**src/rtl/factorial_sum_seq_pkg.sv**
```systemverilog
// Shared definitions for the factorial-sum sequencer: default widths and FSM state encoding.
package factorial_sum_seq_pkg;

  localparam int DEF_WIDTH   = 32;
  localparam int DEF_N_WIDTH = 4;

  typedef enum logic [1:0] {
    ST_IDLE = 2'd0,
    ST_RUN  = 2'd1,
    ST_DONE = 2'd2
  } state_t;

endpackage

```
**src/rtl/factorial_sum_seq_rise_detect.sv**
```systemverilog
// Rising-edge detector for the slow clk_div square wave, sampled in the clk domain.
module factorial_sum_seq_rise_detect (
  input  logic clk,
  input  logic rst,
  input  logic d,
  output logic pulse
);

  logic q;

  // Resetting to 1 keeps a clk_div that is already high at reset release from looking like an edge.
  always_ff @(posedge clk) begin
    if (rst) q <= 1'b1;
    else     q <= d;
  end

  assign pulse = d & ~q;

endmodule

```
**src/rtl/factorial_sum_seq.sv**
```systemverilog
// Sums 1!+..+n!, one term per rising edge of clk_div; start/done handshake with control logic.
// state   | meaning
// IDLE    | waiting for start; results from the last run held
// RUN     | accumulating one term per clk_div rising edge
// DONE    | one-cycle done pulse, then back to IDLE
module factorial_sum_seq
  import factorial_sum_seq_pkg::*;
#(
  parameter int WIDTH   = DEF_WIDTH,
  parameter int N_WIDTH = DEF_N_WIDTH
) (
  input  logic               clk,
  input  logic               rst,
  input  logic               clk_div,
  input  logic               start,
  input  logic [N_WIDTH-1:0] n,
  output logic               busy,
  output logic               done,
  output logic [N_WIDTH-1:0] k,
  output logic [WIDTH-1:0]   fact,
  output logic [WIDTH-1:0]   sum,
  output logic               overflow
);

  state_t state, state_next;

  logic                       step;
  logic                       load;
  logic                       advance;
  logic [N_WIDTH-1:0]         n_r;
  logic [N_WIDTH-1:0]         k_inc;
  logic [WIDTH+N_WIDTH-1:0]   prod_full;
  logic [WIDTH:0]             sum_full;
  logic                       prod_ovf;

  factorial_sum_seq_rise_detect u_rise (
    .clk   (clk),
    .rst   (rst),
    .d     (clk_div),
    .pulse (step)
  );

  always_ff @(posedge clk) begin
    if (rst) state <= ST_IDLE;
    else     state <= state_next;
  end

  // A step arriving in IDLE is simply not consumed, so start wins over a coincident edge.
  always_comb begin
    state_next = state;
    load       = 1'b0;
    advance    = 1'b0;
    busy       = 1'b0;
    done       = 1'b0;
    case (state)
      ST_IDLE: begin
        if (start) begin
          load       = 1'b1;
          state_next = (n == '0) ? ST_DONE : ST_RUN;
        end
      end
      ST_RUN: begin
        busy = 1'b1;
        if (step) begin
          advance = 1'b1;
          if (k_inc == n_r) state_next = ST_DONE;
        end
      end
      ST_DONE: begin
        done       = 1'b1;
        state_next = ST_IDLE;
      end
      default: state_next = ST_IDLE;
    endcase
  end

  assign k_inc     = k + 1'b1;
  assign prod_full = {{N_WIDTH{1'b0}}, fact} * {{WIDTH{1'b0}}, k_inc};
  assign prod_ovf  = |prod_full[WIDTH+N_WIDTH-1:WIDTH];
  assign sum_full  = {1'b0, sum} + {1'b0, prod_full[WIDTH-1:0]};

  always_ff @(posedge clk) begin
    if (rst) begin
      n_r      <= '0;
      k        <= '0;
      fact     <= WIDTH'(1);
      sum      <= '0;
      overflow <= 1'b0;
    end else if (load) begin
      n_r      <= n;
      k        <= '0;
      fact     <= WIDTH'(1);
      sum      <= '0;
      overflow <= 1'b0;
    end else if (advance) begin
      k        <= k_inc;
      fact     <= prod_full[WIDTH-1:0];
      sum      <= sum_full[WIDTH-1:0];
      overflow <= overflow | prod_ovf | sum_full[WIDTH];
    end
  end

endmodule

```
**config.mk**
```make
export PLATFORM = sky130hd
export DESIGN_NAME = factorial_sum_seq
export DESIGN_NICKNAME = d
export VERILOG_FILES = /design/src/rtl/factorial_sum_seq_pkg.sv /design/src/rtl/factorial_sum_seq_rise_detect.sv /design/src/rtl/factorial_sum_seq.sv
export SDC_FILE = /design/constraint.sdc
export NUM_CORES = 1
export LEC_CHECK = 0
export BUFFER_PORTS_ARGS = -buffer_cell sky130_fd_sc_hd__clkbuf_2
export CAP_MARGIN = 25
export CORE_MARGIN = 2
export CORE_UTILIZATION = 59
export DETAILED_ROUTE_END_ITERATION = 7
export GPL_TIMING_DRIVEN = 0
export PLACE_DENSITY = 0.79
export SLEW_MARGIN = 20
export SYNTH_ARGS = -nofsm -noshare
export SYNTH_HDL_FRONTEND = slang
export SYNTH_HIERARCHICAL = 1
export SYNTH_SLANG_ARGS = --single-unit
```
**constraint.sdc**
```tcl
create_clock -name clk -period 13.2 [get_ports clk]
set_input_delay 2.64 -clock clk [delete_from_list [all_inputs] [get_ports clk]]
set_output_delay 2.64 -clock clk [all_outputs]
set_load 0.05 [all_outputs]
```
# --- Word level (Yosys, flattened, before mapping) ---
# Cells that the tools add are included.
classes:
  n_reduce_logical: 5
  bitwise: 4
  addsub: 2
  n_eq_ne: 6
  mul: 1
  n_mux: 11
op_table:
  columns: ["operator", "count"]
  rows:
  - ["multiplier 32 x 4 -> 36 bit", 1]
  - ["adder 32 x 32 -> 33 bit", 1]
  - ["two-way mux 2 bit", 4]
  - ["two-way mux 1 bit", 6]
  - ["!= test 2 bit, second input constant", 3]
  - ["adder 4 x 1 -> 4 bit, second input constant", 1]
  - ["equality test 4 bit", 1]
  - ["zero test 4 bit", 1]
  - ["case mux 2 bit (2 select lines)", 1]
  - ["OR reduction 4 bit", 1]
  - ["AND reduction 3 bit", 1]
  - ["equality test 2 x 1 -> 1 bit, second input constant", 1]
  - ["equality test 2 bit, second input constant", 1]
  - ["zero test 2 bit", 1]
  - ["bitwise OR 1 bit", 2]
  - ["OR reduction 2 bit", 1]
  - ["bitwise AND 1 bit", 1]
  - ["inverter 1 bit", 1]
word_totals:
  output_inout_bits: 71
  in_bits: 8
  word_cells: 36
  ff_bits: 76

# --- Logic depth before layout (Yosys ltp) ---
logic_depth:
  ltp_word: 5
  ltp_mapped: 26

# --- By module ---
# Netlist, hierarchy kept.
by_module_without_submodules:
  columns: ["module", "area_per_inst_um2", "cells_per_inst", "n_inst", "seq_area_each_um2"]
  rows:
  - ["factorial_sum_seq", 8605.8, 1100, 1, 1501.4]
  - ["factorial_sum_seq_rise_detect", 32.5, 3, 1, 20.0]

# --- Least setup slack after synthesis ---
# Ideal clock, no wire load.
synth_timing:
  kind: "register -> register"
  from: "register k[0]"
  to: "register sum[29]"
  t_arrival_ns: 6.340
  path_buffers: 2
  required_ns: 13.121
  stages_incl_launch_ff: 26
  slack_ns: 6.781
  period_less_slack_ns: 6.419
  cell_sequence: "dfxtp_1 clkbuf_1 nand3_1 xnor2_1 clkbuf_1 nand2_1 fa_1 inv_1 fa_1 fa_1 a211oi_2 o21ai_2 o21ai_0 o21ai_0 a21o_1 a21oi_1 xnor2_1 ha_1 a211oi_1 o21ai_0 a41o_1 nand3_1 o21ai_0 o41ai_1 nand4_1 o211ai_1"
synth_via:
  elab_chain_cells: 3
synth_rtl:
  columns: ["item", "line", "text"]
  rows:
  - ["start, declared", "factorial_sum_seq.sv:19", "output logic [N_WIDTH-1:0] k,"]
  - ["start signal, assigned", "factorial_sum_seq.sv:96", "k <= k_inc;"]
  - ["adder 4 x 1 -> 4 bit", "factorial_sum_seq.sv:77", "assign k_inc = k + 1'b1;"]
  - ["multiplier 32 x 4 -> 36 bit", "factorial_sum_seq.sv:78", "assign prod_full = {{N_WIDTH{1'b0}}, fact} * {{WIDTH{1'b0}}, k_inc};"]
  - ["net prod_full[16]", "factorial_sum_seq.sv:32", "logic [WIDTH+N_WIDTH-1:0] prod_full;"]
  - ["adder 32 x 32 -> 33 bit", "factorial_sum_seq.sv:80", "assign sum_full = {1'b0, sum} + {1'b0, prod_full[WIDTH-1:0]};"]
  - ["end signal, assigned", "factorial_sum_seq.sv:98", "sum <= sum_full[WIDTH-1:0];"]
  - ["end, declared", "factorial_sum_seq.sv:21", "output logic [WIDTH-1:0] sum,"]
# The timed path passes the listed nets, and every way through them passes these cells.
# A chain may end at the register's enable or synchronous reset.

# --- Worst setup path in the final report ---
# Ends and elaborated chain as after synthesis.

==> impl_metrics.json <==
{
  "status": "finished, final reports clean",
  "ant_nets": 0,
  "min-delay-path-class": "register to register",
  "min_period_ns": 7.757,
  "fmax_mhz": 128.9,
  "core-area_mm2": 0.01442,
  "chipHeight_um": 125,
  "synth_warnings": 6,
  "clk_latency_ns": 0.34,
  "final_nets": 1334,
  "cts_setup_buffers": 0,
  "critPathMaxFanout": 10,
  "drt_iter0_drc": 586,
  "synth_xor_area_frac": 0.06083,
  "internal-power_w": 0.0004134,
  "grt_first_pass_wirelength_um": 40860,
  "rsz0062_at_grt": "no",
  "cap_violations": 0,
  "reg2regPathDepth": 25,
  "cts_tree": "done",
  "r2r-end": "sum[29]",
  "switching_share": 0.2336,
  "start_util": 0.5989,
  "stdcell_count": 1380,
  "grt-ovfl-total": 0,
  "wl_met3_um": 2188,
  "worstReg2RegStart": "k[0]",
  "p_seq_frac": 0.432,
  "setup_viol": 0,
  "synth_fp_nets": 1245,
  "maxUsedRoutingLayer": "met4",
  "power_density_mw_per_mm2": 56.28,
  "place.gp.congestion": 0.9276,
  "portBuffers": 78,
  "required_ns": 13.47,
  "hpwl_um": 19080,
  "synth.ff_latch_count": 76,
  "die_area_mm2": 0.01563,
  "synth.mux.area_fraction": 0.006952,
  "slew_viol_final": 0,
  "synth_top_family_by_area": "adder cells",
  "grt_max_degree": 13,
  "io_pins": 79,
  "via_count": 8230,
  "dp_cells": 1365,
  "finalClockSkew_ns": 0.006695,
  "cts_hold_buf": 0,
  "cts.sinks": 76,
  "clockPowerShare": 0.513,
  "num_rows": 44,
  "synth_fa_ha_area_frac": 0.2471,
  "antenna_cells": 0,
  "clk_pin_slew_ns": 0.06,
  "synth_area_mm2": 0.008638,
  "die_x_um": 125,
  "avgSynthCellArea_um2": 7.832,
  "cts_htree_levels": 3,
  "synthCells": 1103,
  "routed_wl_um": 24620,
  "synthArstFlopShare": 0,
  "dr.pass1.iters": 5,
  "synth.distinct_cells": 63,
  "ys.flop_type": "dfxtp_1",
  "vdd_drop_max_mv": 0.05835,
  "antenna_found_initial": 0,
  "timing.final.ws_setup_ns": 5.443,
  "hold_start": "state[1]",
  "dpl_worst_slack_ns": 5.679,
  "grt_pass1_vias": 8024,
  "layout-drive-gt1-share": 0.1079,
  "end_kind": "register",
  "grt_usage": 0.3229,
  "p_sw_w": 0.0001260,
  "worstMarginPinSlew_ns": 0.9509,
  "hold_depth": 1,
  "r2r_slack_ns": 5.44,
  "syn_to_final_growth_pct": 10.95,
  "pwr-share-comb": 0.055,
  "hold_viol_final": 0,
  "cts-root-buf": "clkbuf_16",
  "p_leak_nw": 4.679,
  "arrival_ns": 8.02,
  "clockBufferDepth": 2,
  "yosys.area_share.simple": 0.2457,
  "drt-met1-wl_um": 10710,
  "viasPerCell": 5.964,
  "synth_edf_count": 0,
  "wl_per_cell_um": 17.84,
  "path_class": "register to register",
  "min_to": "state[1]",
  "cts.repair.resized": 0,
  "route.met2.wl_um": 10870,
  "relSlewSlack": 0.3612,
  "cts-buffers-inserted": 9,
  "setup_tns_ns": 0,
  "total_power_w": 0.0005394,
  "drc": 0,
  "fin_crit_sh": 0.5877,
  "synth_compound_area_frac": 0.2015,
  "start_kind": "register",
  "yosysSeqAreaShare": 0.1761
}
cell families (layout without fill, tap and decap cells):
group / count (synthesis) / after routing
buf+inv: 140 / 233
compound gates: 263 / 263
flops: 76 / 76
mux: 6 / 6
simple gates: 424 / 424
xor+xnor: 60 / 60
fa+ha+maj: 134 / 134
synth_stat cells, drive strengths merged, types with 29 or more instances:
cell | count | share of area
and2 | 85 | 0.062
ha | 73 | 0.11
inv | 97 | 0.042
o21ai | 47 | 0.029
dfxtp | 76 | 0.18
nand2 | 155 | 0.067
xnor2 | 31 | 0.031
nor2 | 45 | 0.020
fa | 61 | 0.14
nand2b | 30 | 0.022
xor2 | 29 | 0.029
clkbuf | 32 | 0.014
a21oi | 100 | 0.058
metrics by stage:
step	hold slack [ns]	cell area, um^2	util
4_1_cts	0.4708	9584	0.6645
6_report	0.4676	9584	0.6645
5_1_grt	0.5013	9584	0.6645
2_1_floorplan	0.4380	8638	-
3_3_place_gp	0.4563	9259	0.6419
3_5_place_dp	0.4626	9259	0.6419
power by group through the flow:
stage	combinational, W	clock, W	sequential, W
floorplan	0.0000182	0	0.000239
detailed placement	0.0000292	0	0.000238
global placement	0.0000290	0	0.000238
global route	0.0000321	0.000288	0.000233
finish	0.0000297	0.000277	0.000233
CTS	0.0000292	0.000277	0.000233
placed cells by master, fill, tap and decap left out, types with 11 or more instances in the layout:
cell / n
and3_1: 15
nand2b_1: 30
nor2b_1: 19
xor2_1: 29
and2_1: 85
nand3_1: 22
clkbuf_1: 32
nand4_1: 11
a211oi_1: 14
a21o_1: 27
xnor2_1: 31
ha_1: 73
dfxtp_1: 76
nor2_1: 45
fa_1: 61
clkbuf_2: 78
nand2_1: 155
o21ai_0: 38
a21oi_1: 99
inv_1: 97
nor3_1: 21
worst max-delay path: stages, from the launching register on:
cell	delay [ns]
dfxtp_1	0.39
clkbuf_1	0.50
nand3_1	0.19
xnor2_1	0.59
clkbuf_1	0.65
nand2_1	0.18
fa_1	0.57
inv_1	0.06
fa_1	0.53
fa_1	0.50
a211oi_2	0.27
o21ai_2	0.14
o21ai_0	0.23
o21ai_0	0.17
a21o_1	0.21
a21oi_1	0.17
xnor2_1	0.22
ha_1	0.35
a211oi_1	0.28
o21ai_0	0.18
a41o_1	0.27
nand3_1	0.07
o21ai_0	0.13
o41ai_1	0.52
nand4_1	0.16
o211ai_1	0.12
sequential cells by signal, summed over array words and instances, names as in the netlist:
signal	count
n_r	4
u_rise/q	1
sum	32
fact	32
overflow	1
state	2
k	4
layout make-up:
type	instances	area (um^2)
Multi-Input combinational cell	887	6583
Fill cell	1291	4840
Sequential cell	76	1521
Timing Repair Buffer	78	390.4
Inverter	97	364.1
Clock buffer	11	252.7
Tap cell	184	230.2
Buffer	43	170.2
Clock inverter	4	72.57
routing by layer:
metal,GRT usage,up-vias
met3,0.04365,57
met2,0.5061,349
met1,0.4575,3883
met5,0,-
li1,-,3941
met4,0.1203,0
worst max path at each step:
stage / startpoint / end / slack [ns] / cells after the start
2_1_floorplan: k[0] / sum[29] / 6.78 / 25
6_report: k[0] / sum[29] / 5.44 / 25
4_1_cts: k[0] / sum[29] / 5.60 / 25
5_1_grt: k[0] / sum[29] / 5.05 / 25
3_3_place_gp: k[0] / sum[29] / 5.62 / 25
3_5_place_dp: k[0] / sum[29] / 5.68 / 25
No activity file was read; power rests on OpenSTA's default activity.
